## config.mk

```make
export PLATFORM = sky130hd
export DESIGN_NAME = dec_lock_ctrl_mopshub
export DESIGN_NICKNAME = d
export VERILOG_FILES = /design/src/rtl/dec_lock_ctrl_mopshub.sv
export SDC_FILE = /design/constraint.sdc
export NUM_CORES = 1
export LEC_CHECK = 0
export ABC_AREA = 1
export ABC_CLOCK_PERIOD_IN_PS = 4700
export BUFFER_PORTS_ARGS = -buffer_cell sky130_fd_sc_hd__clkbuf_2
export CAP_MARGIN = 25
export CORE_UTILIZATION = 60
export CTS_CLUSTER_DIAMETER = 120
export DETAILED_ROUTE_END_ITERATION = 8
export PLACE_DENSITY = 0.81
export RECOVER_POWER = 100
export SYNTH_ARGS = -nofsm -noshare
export SYNTH_HDL_FRONTEND = slang
export SYNTH_SLANG_ARGS = --single-unit
```

## constraint.sdc

```tcl
create_clock -name clk -period 4.7 [get_ports clk]
set_input_delay 0.235 -clock clk [delete_from_list [all_inputs] [get_ports clk]]
set_output_delay 0.235 -clock clk [all_outputs]
set_load 0.05 [all_outputs]
```

## src/rtl/dec_lock_ctrl_mopshub.sv

```systemverilog
// Word-alignment lock controller for an 8b/10b decoder: hunts with bitslip, then locks.
// Optional DEC_LOCK_ERR_CNT_EN adds a saturating err_cnt output for bad words seen while locked.
module dec_lock_ctrl_mopshub #(
    parameter int COMMA_LOCK_CNT = 4,
    parameter int ERR_UNLOCK_CNT = 4,
    parameter int SLIP_WAIT      = 3
) (
    input  logic        clk,
    input  logic        rst,
    input  logic        word_valid,
    input  logic        ko,
    input  logic        code_err,
    input  logic        disp_err,
    output logic        bitslip,
    output logic        locked,
    output logic        data_valid,
    output logic [1:0]  state
`ifdef DEC_LOCK_ERR_CNT_EN
    ,
    output logic [15:0] err_cnt
`endif
);

    localparam logic [1:0] ST_HUNT   = 2'd0;
    localparam logic [1:0] ST_SLIP   = 2'd1;
    localparam logic [1:0] ST_CHECK  = 2'd2;
    localparam logic [1:0] ST_LOCKED = 2'd3;

    localparam logic [3:0] LOCK_N   = 4'(COMMA_LOCK_CNT);
    localparam logic [3:0] UNLOCK_N = 4'(ERR_UNLOCK_CNT);
    localparam logic [3:0] WAIT_N   = 4'(SLIP_WAIT);

    logic       qv;
    logic [1:0] state_nxt;
    logic [3:0] good_cnt, good_cnt_nxt;
    logic [3:0] bad_cnt, bad_cnt_nxt;
    logic [3:0] wait_cnt, wait_cnt_nxt;
    logic [3:0] good_inc, bad_inc;
    logic       bitslip_nxt;
    logic       is_bad, is_comma;

    function automatic logic [3:0] sat_inc(input logic [3:0] v);
        return (v == 4'hF) ? v : v + 4'd1;
    endfunction

    assign is_bad   = code_err | disp_err;
    assign is_comma = ko & ~is_bad;
    assign good_inc = sat_inc(good_cnt);
    assign bad_inc  = sat_inc(bad_cnt);

    always_ff @(posedge clk) begin
        if (rst) begin
            qv       <= 1'b0;
            state    <= ST_HUNT;
            good_cnt <= 4'd0;
            bad_cnt  <= 4'd0;
            wait_cnt <= 4'd0;
            bitslip  <= 1'b0;
            locked   <= 1'b0;
        end else begin
            qv       <= word_valid;
            state    <= state_nxt;
            good_cnt <= good_cnt_nxt;
            bad_cnt  <= bad_cnt_nxt;
            wait_cnt <= wait_cnt_nxt;
            bitslip  <= bitslip_nxt;
            locked   <= (state_nxt == ST_LOCKED);
        end
    end

    // Decoder flags are only meaningful when qv marks them as belonging to a real word
    always_comb begin
        state_nxt    = state;
        good_cnt_nxt = good_cnt;
        bad_cnt_nxt  = bad_cnt;
        wait_cnt_nxt = wait_cnt;
        if (qv) begin
            unique case (state)
                ST_HUNT: begin
                    if (is_bad) begin
                        wait_cnt_nxt = WAIT_N;
                        state_nxt    = ST_SLIP;
                    end else if (is_comma) begin
                        good_cnt_nxt = 4'd1;
                        if (LOCK_N == 4'd1) begin
                            bad_cnt_nxt = 4'd0;
                            state_nxt   = ST_LOCKED;
                        end else begin
                            state_nxt = ST_CHECK;
                        end
                    end
                end
                ST_SLIP: begin
                    wait_cnt_nxt = wait_cnt - 4'd1;
                    if (wait_cnt <= 4'd1) begin
                        wait_cnt_nxt = 4'd0;
                        state_nxt    = ST_HUNT;
                    end
                end
                ST_CHECK: begin
                    if (is_bad) begin
                        good_cnt_nxt = 4'd0;
                        wait_cnt_nxt = WAIT_N;
                        state_nxt    = ST_SLIP;
                    end else if (is_comma) begin
                        good_cnt_nxt = good_inc;
                        if (good_inc == LOCK_N) begin
                            bad_cnt_nxt = 4'd0;
                            state_nxt   = ST_LOCKED;
                        end
                    end
                end
                ST_LOCKED: begin
                    if (is_bad) begin
                        bad_cnt_nxt = bad_inc;
                        if (bad_inc == UNLOCK_N) begin
                            bad_cnt_nxt  = 4'd0;
                            good_cnt_nxt = 4'd0;
                            state_nxt    = ST_HUNT;
                        end
                    end else begin
                        bad_cnt_nxt = 4'd0;
                    end
                end
            endcase
        end
    end

    // Losing lock never slips; only misaligned words during acquisition do
    always_comb begin
        bitslip_nxt = qv & is_bad & ((state == ST_HUNT) | (state == ST_CHECK));
        data_valid  = qv & (state == ST_LOCKED) & ~code_err;
    end

`ifdef DEC_LOCK_ERR_CNT_EN
    always_ff @(posedge clk) begin
        if (rst) begin
            err_cnt <= 16'd0;
        end else if (qv && (state == ST_LOCKED) && is_bad && (err_cnt != 16'hFFFF)) begin
            err_cnt <= err_cnt + 16'd1;
        end
    end
`endif

endmodule

```

==> results of run 1 <==
-- cell type report --
class / instances / area, um^2 / area share (%)
multi-input combinational: 119 / 594.3 / 52.66
inverter: 25 / 95.09 / 8.426
clock buffer: 4 / 26.28 / 2.328
sequential: 17 / 340.3 / 30.16
timing repair buffer: 10 / 42.54 / 3.769
tap: 24 / 30.03 / 2.661
-- cell usage after synthesis (all sizes together) (2+ instances only) --
master,number
nor3,2
o21ai,8
nand3,10
nand4,6
nor4,3
xnor2,2
inv,24
nor2,24
a211oi,2
dfxtp,17
a21oi,16
buf,2
ha,4
nand2,41
-- power by group --
group | internal, W | switching, W | total (W)
clock | 0.0000329 | 0.0000437 | 0.0000767
sequential | 0.000148 | 0.00000478 | 0.000153
combinational | 0.0000118 | 0.0000258 | 0.0000376
total | 0.000193 | 0.0000743 | 0.000267
-- cell families (layout without fill, tap and decap cells) --
logic type               count (synthesis)  in the layout  share of synthesized area, %
adder cells (fa/ha/maj)                  4              4                         4.641
XOR/XNOR                                 2              2                         1.624
AO/OA/AOI/OAI                           27             27                         13.57
AND/OR/NAND/NOR                         86             86                         37.70
buffers and inverters                   28             39                         10.90
flip-flops                              17             17                         31.55
-- cells in the final DEF, fill, tap and decap left out, types with 6 or more instances in the layout --
master | Yosys | final
nand2_1 | 37 | 41
inv_1 | 23 | 23
nor2_1 | 20 | 20
dfxtp_1 | 17 | 17
a21oi_1 | 15 | 15
nand3_1 | 8 | 9
clkbuf_1 | 1 | 7
nand4_1 | 6 | 6
o21ai_0 | 5 | 6
-- per-layer routing --
layer  vias up  GRT usage [%]
met2        43          44.12
li1        555              -
met1       490          30.61
met5         -              0
met4         0          12.12
met3         6          3.265
-- through the flow --
stage	setup slack, ns	power (W)	cells	area [um^2]
floorplan	2.409	0.0001858	164	1079
global placement	3.118	0.0001938	195	1136
detailed placement	3.030	0.0001954	195	1136
CTS	2.931	0.0002715	199	1162
global route	2.620	0.0002778	199	1129
finish	2.757	0.0002671	199	1129
-- how the worst min path moves through the flow --
stage | cells past startpoint | startpoint | end | slack, ns
finish | 3 | word_valid | qv$_SDFF_PP0_ | 0.14
global route | 3 | word_valid | qv$_SDFF_PP0_ | 0.14
CTS | 3 | word_valid | qv$_SDFF_PP0_ | 0.13
detailed placement | 3 | word_valid | qv$_SDFF_PP0_ | 0.43
global placement | 3 | word_valid | qv$_SDFF_PP0_ | 0.43
floorplan | 1 | rst | wait_cnt[0]$_SDFFE_PP0P_ | 0.31
-- critical path: cells and delay by family (launching register included) --
family | cells | cell delay (ns)
buffers and inverters | 1 | 0.49
flip-flops | 1 | 0.55
AND/OR/NAND/NOR | 2 | 0.39
-- sequential cells by signal, summed over array words and instances, names as in the netlist --
name and count:
wait_cnt 4, good_cnt 4, bitslip 1, locked 1, state 2, qv 1, bad_cnt 4
==> qor.txt, run 1 <==
highest-delay cell along the critical path = dfxtp_1
initial antenna violation count = 0
Synth Cell Area = 0.001079 mm^2
DRC violations left = 0
FF-to-FF path depth = 11
setup TNS = 0 ns
CTS tree = done
hpwl dp = 1723 um
critical path data arrival time = 1.71 ns
vias per cell = 5.497
DR pass1 iterations = 4
Setup Viol. Count Final = 0
Critical Path End Type = output port
Die ar. = 0.001971 mm^2
Global Route Usage Sum = 25.32%
CP endpoint = data_valid
crit-path max cell delay = 0.55 ns
top post-synthesis cells by area = dfxtp_1 32%, nand2_1 13%, inv_1 8.0%
largest net degree at the start of global routing = 15
VDD IR-drop max = 0.0001707 V
vias in the first global route = 990
Yosys cell types = 27
DRT met1 WL = 1022 um
crit share post-route = 41.34%
DRT iter0 DRCs = 22
fmax = 0.5147 GHz
IO Count = 11
Max clock buf depth = 2
Synth warnings = 0
number of synthesized flops with an enable pin = 0
Final ANT Viol Nets = 0
crit path launch = state[0]$_SDFF_PP0_
hold buffers post-CTS = 0
final net count = 186
Hold Vio Cnt, Final = 0
status = finished clean
WL final = 2227 um
Root Buffer = clkbuf_4
Layout area overhead = 4.640%
RR Endpoint = good_cnt[1]$_SDFFE_PP0P_
CORE AREA = 0.001594 mm^2
ys flop type = dfxtp_1
setup bufs post-CTS = 0
worst slew pin tran = 0.6349 ns
Worst Path Required = 4.47 ns
cts bufs inserted = 3
Max Slew Vio Count = 0
worst r2r src = bad_cnt[0]$_SDFFE_PP0P_
crit start category = flip-flop
LEAKAGE = 0.4855 nW
final hold slack = 0.1382 ns
clk_lat worst skew = 0.29 ns
routed wl met2 = 1040 um
Die Ht = 44.40 um
Synth area leader = dfxtp_1
I/O Buffers = 10
wire per inst = 11.19 um
fill count = 152
Rel. slew slack = 57.67%
vias = 1,094
CP Cell Sequence = nand2_1 > nor3_1 > clkbuf_1
max cap viols = 0
# diodes = 0
CP Max Fanout = 10
first-pass GRT wire length = 3739 um
Setup CP Type = reg2out
Clock Sinks = 17
flop2flop setup slack = 2.79 ns
initial core utilization = 67.66%
Post-Syn Area per Cell = 6.576 um^2
Max Used Layer = met4
#FFs+latches synth = 17
post-cts sizing count = 0
PD cells = 236.7 mW/mm^2
# H-tree levels = 1
Final Core Density = 70.80%
skew final = 0.01340 ns
Seq/Total Area, Yosys = 31.55%
row count = 14
Synth top area share = 31.55%
ys async rst share = 0%
Reg clk slew, reported paths = 0.09 ns
RSZ-0062 raised after global routing = false
Min-Delay Path Class = in2reg
Tmin final = 1.943 ns
Die W = 44.40 um
layout cells sized above 1 = 8.571%
syn nets = 174
met3 wire len = 128 um
Cells after Synth = 164
GP Congestion = 0.8774
global route overflow = 0
No activity file was read; power rests on OpenSTA's default activity.
==> run 2: changes to the inputs <==
--- a/config.mk
+++ b/config.mk
@@ -5,14 +5,15 @@
 export SDC_FILE = /design/constraint.sdc
 export NUM_CORES = 1
 export LEC_CHECK = 0
-export ABC_AREA = 1
-export ABC_CLOCK_PERIOD_IN_PS = 4700
+export ABC_AREA = 0
+export ABC_CLOCK_PERIOD_IN_PS = 2000
 export BUFFER_PORTS_ARGS = -buffer_cell sky130_fd_sc_hd__clkbuf_2
 export CAP_MARGIN = 25
-export CORE_UTILIZATION = 60
+export CORE_ASPECT_RATIO = 1.4
+export CORE_UTILIZATION = 57
 export CTS_CLUSTER_DIAMETER = 120
 export DETAILED_ROUTE_END_ITERATION = 8
-export PLACE_DENSITY = 0.81
+export PLACE_DENSITY = 0.77
 export RECOVER_POWER = 100
 export SYNTH_ARGS = -nofsm -noshare
 export SYNTH_HDL_FRONTEND = slang
==> constraint.sdc (replaced) <==
create_clock -name clk -period 2 [get_ports clk]
set_input_delay 0.1 -clock clk [delete_from_list [all_inputs] [get_ports clk]]
set_output_delay 0.1 -clock clk [all_outputs]
set_load 0.05 [all_outputs]
==> run 2 against run 1 <==
Effect of this change: die area is 8.9% higher; register-to-register slack worse by 2.7 ns; non-clock buffer count is 2 higher; clock skew is 0.0063 ns lower; sequential cell count stayed put; sequential power is 130% higher; sequential share of layout area is 1.7 points lower; synthesized area is 3.7% higher; wire length is 15% higher; combinational power is 130% higher; critical endpoint is now good_cnt[3]$_SDFFE_PP0P_; largest cell class unchanged.
==> qor.txt, run 2 <==
status = finished clean
Min-Delay Path Class = in2reg
Yosys cell types = 50 (+85%)
wire per inst = 15.25 um (+36%)
# diodes = 0 (unchanged)
hold buffers post-CTS = 0 (unchanged)
syn nets = 149 (-14%)
Switch Pwr = 0.0001733 W (+130%)
Tmin final = 1.872 ns
CTS tree = done
most frequent cell after synthesis = dfxtp_1
Internal Power = 0.0004495 W (+130%)
RR Endpoint = good_cnt[3]$_SDFFE_PP0P_
global route overflow = 0 (unchanged)
most frequent cells in the layout = 17 x dfxtp_1, 11 x nor2_1, 10 x o21ai_0, 8 x a21oi_1
Layout area overhead = 7.047%
Final ANT Viol Nets = 0 (unchanged)
most common library cell in the layout ignoring fill and taps = dfxtp_1
Global Route Usage Sum = 28.62% (+3.3 points)
Critical Path End Type = flip-flop
#FFs+latches synth = 17 (unchanged)
CORE AREA = 0.001802 mm^2 (+13%)
PD cells = 520.1 mW/mm^2 (+120%)
skew final = 0.007088 ns (-0.006315 ns)
crit start category = flip-flop
hpwl dp = 1918 um (+11%)
fmax = 0.5343 GHz
highest-delay cell along the critical path = dfxtp_1
worst r2r src = bad_cnt[0]$_SDFFE_PP0P_
I/O Buffers = 10 (unchanged)
worst hold path stage count = 2 (-1)
Setup CP Type = reg2reg
CP Max Fanout = 8 (-2)
initial core utilization = 62.08% (-5.6 points)
Root Buffer = clkbuf_4
DRT iter0 DRCs = 20 (-9.1%)
Max Slew Vio Count = 0 (unchanged)
Synth top area share = 30.43% (-1.1 points)
Synth area leader = dfxtp_1
Rel. slew slack = 45.41% (-12 points)
max cap viols = 0 (unchanged)
switching part of the total power = 27.83% (about the same)
Logic pwr share = 13.9% (-0.2 points)
Post-Syn Area per Cell = 8.047 um^2 (+22%)
Setup Viol. Count Final = 0 (unchanged)
Synth warnings = 0 (unchanged)
Reg clk slew, reported paths = 0.10 ns (about the same)
initial antenna violation count = 0 (unchanged)
GP Congestion = 0.9500 (+8.3%)
fill count = 175 (+15%)
WL final = 2562 um (+15%)
Seq/Total Area, Yosys = 30.43% (-1.1 points)
layout cells sized above 1 = 10.81% (+2.2 points)
flop2flop setup slack = 0.13 ns (-2.66 ns)
LEAKAGE = 0.4004 nW (-18%)
DRC violations left = 0 (unchanged)
# H-tree levels = 1 (unchanged)
worst slew pin tran = 0.8189 ns (+0.1840 ns)
top post-synthesis cells by area = dfxtp_1 30%, ha_1 4.5%, o21ai_0 4.5%
min-delay src = word_valid
post-cts sizing count = 0 (unchanged)
vias in the first global route = 1,051 (+6.2%)
DR pass1 iterations = 5 (+1)
row count = 18 (+4)
critical path data arrival time = 2.08 ns (+0.37 ns)
Max clock buf depth = 2 (unchanged)
Worst Hold End = qv$_SDFF_PP0_
number of synthesized flops with an enable pin = 0 (unchanged)
ys flop type = dfxtp_1
setup TNS = 0 ns (unchanged)
Cells after Synth = 139 (-15%)
Die W = 39.44 um (-11%)
ys async rst share = 0% (unchanged)
Clock Sinks = 17 (unchanged)
Synth Cell Area = 0.001119 mm^2 (+3.7%)
Largest regs = bad_cnt (4), good_cnt (4), wait_cnt (4)
clk_lat worst skew = 0.29 ns (about the same)
clock power share = 29.2% (+0.5 points)
VDD IR-drop max = 0.0002987 V (+75%)
largest net degree at the start of global routing = 20 (+5)
vias per cell = 6.423 (+17%)
Die Ht = 54.42 um (+23%)
final net count = 159 (-15%)
Die ar. = 0.002146 mm^2 (+8.9%)
CP Cell Sequence = ha_1 > and4bb_1 > a22oi_2 > or3_1 > a221oi_2
Hold Vio Cnt, Final = 0 (unchanged)
sequential share of power = 56.9% (-0.3 points)
IO Count = 11 (unchanged)
FF-to-FF path depth = 5 (-6)
setup bufs post-CTS = 0 (unchanged)
crit-path max cell delay = 0.43 ns (-0.12 ns)
first-pass GRT wire length = 4347 um (+16%)
crit share post-route = 93.59%
final cell count without fillers = 168 (-16%)
Worst Path Required = 2.21 ns (-2.26 ns)
placed instance count = 164 (-16%)
synth cell count leaders = 17 x dfxtp_1, 11 x nor2_1, 10 x o21ai_0
cts bufs inserted = 3 (unchanged)
RSZ-0062 raised after global routing = false
Final Power = 0.0006228 W (+130%)
vias = 1,079 (-1.4%)
## run 2: cell count changes after synthesis, sizes merged, moves of 5 or more
cell and change:
a21oi -8, or3 +5, inv -20, nor2 -12, o21ai +5, nand2 -34
nand2b +6
## run 2: critical path, delay by kind of cell, from the launching register on
| family | cells | cell delay (ns) |
|---|---|---|
| AND/OR/NAND/NOR | 2 | 0.68 |
| flip-flops | 1 | 0.43 |
| AO/OA/AOI/OAI | 2 | 0.38 |
| adder cells (fa/ha/maj) | 1 | 0.30 |
## run 2: final cells by class
| cell class | count | area (um^2) | area share (%) |
|---|---|---|---|
| multi-input combinational | 111 | 732.0 | 61.13 |
| sequential | 17 | 340.3 | 28.42 |
| timing repair buffer | 12 | 57.56 | 4.807 |
| tap | 20 | 25.02 | 2.090 |
| clock buffer | 3 | 22.52 | 1.881 |
| inverter | 4 | 15.01 | 1.254 |
| clock inverter | 1 | 5.005 | 0.4180 |
## run 2: logic make-up after synthesis
kind of cell | count (synthesis) | share of synthesized area, %
AOI/OAI and AO/OA | 43 | 26.18
xor gates and xnor gates | 2 | 1.566
adders and majority gates | 4 | 4.474
buffers and inverters | 11 | 4.584
DFF | 17 | 30.43
muxes | 1 | 0.8949
and+or+nand+nor | 61 | 31.88
## run 2: stage by stage
| step | hold slack [ns] | cell area (um^2) | util (%) | setup WS [ns] |
|---|---|---|---|---|
| 2_1_floorplan | 0.2282 | 1124 | - | 0.1807 |
| 3_3_place_gp | 0.3090 | 1177 | 65.35 | 0.2148 |
| 3_5_place_dp | 0.3174 | 1177 | 65.35 | 0.1387 |
| 4_1_cts | 0.01813 | 1205 | 66.88 | 0.1194 |
| 5_1_grt | 0.04964 | 1197 | 66.46 | 0.01048 |
| 6_report | 0.02459 | 1197 | 66.46 | 0.1282 |
## run 2: power by group through the flow
| stage | combinational, W | sequential, W | clock (W) |
|---|---|---|---|
| 6_report | 0.0000865 | 0.000354 | 0.000182 |
| 5_1_grt | 0.0000951 | 0.000356 | 0.000204 |
| 4_1_cts | 0.0000871 | 0.000354 | 0.000189 |
| 3_5_place_dp | 0.0000865 | 0.000362 | 0 |
| 3_3_place_gp | 0.0000827 | 0.000362 | 0 |
| 2_1_floorplan | 0.0000569 | 0.000368 | 0 |
## run 2: how the worst max path moves through the flow
stage | startpoint | endpoint | depth (start not counted)
global placement | bad_cnt[0]$_SDFFE_PP0P_ | good_cnt[3]$_SDFFE_PP0P_ | 5
detailed placement | bad_cnt[0]$_SDFFE_PP0P_ | good_cnt[3]$_SDFFE_PP0P_ | 5
CTS | bad_cnt[0]$_SDFFE_PP0P_ | good_cnt[3]$_SDFFE_PP0P_ | 5
floorplan | state[1]$_SDFF_PP0_ | good_cnt[3]$_SDFFE_PP0P_ | 5
global route | bad_cnt[0]$_SDFFE_PP0P_ | locked$_SDFF_PP0_ | 5
finish | bad_cnt[0]$_SDFFE_PP0P_ | good_cnt[3]$_SDFFE_PP0P_ | 5
## run 2: layer usage
layer	routed length [um]	global-route usage [%]	vias up
li1	-	-	536
met1	1029	32.41	520
met2	1438	54.64	21
met3	79	3.659	2
met4	14	5.747	0
met5	0	0	-
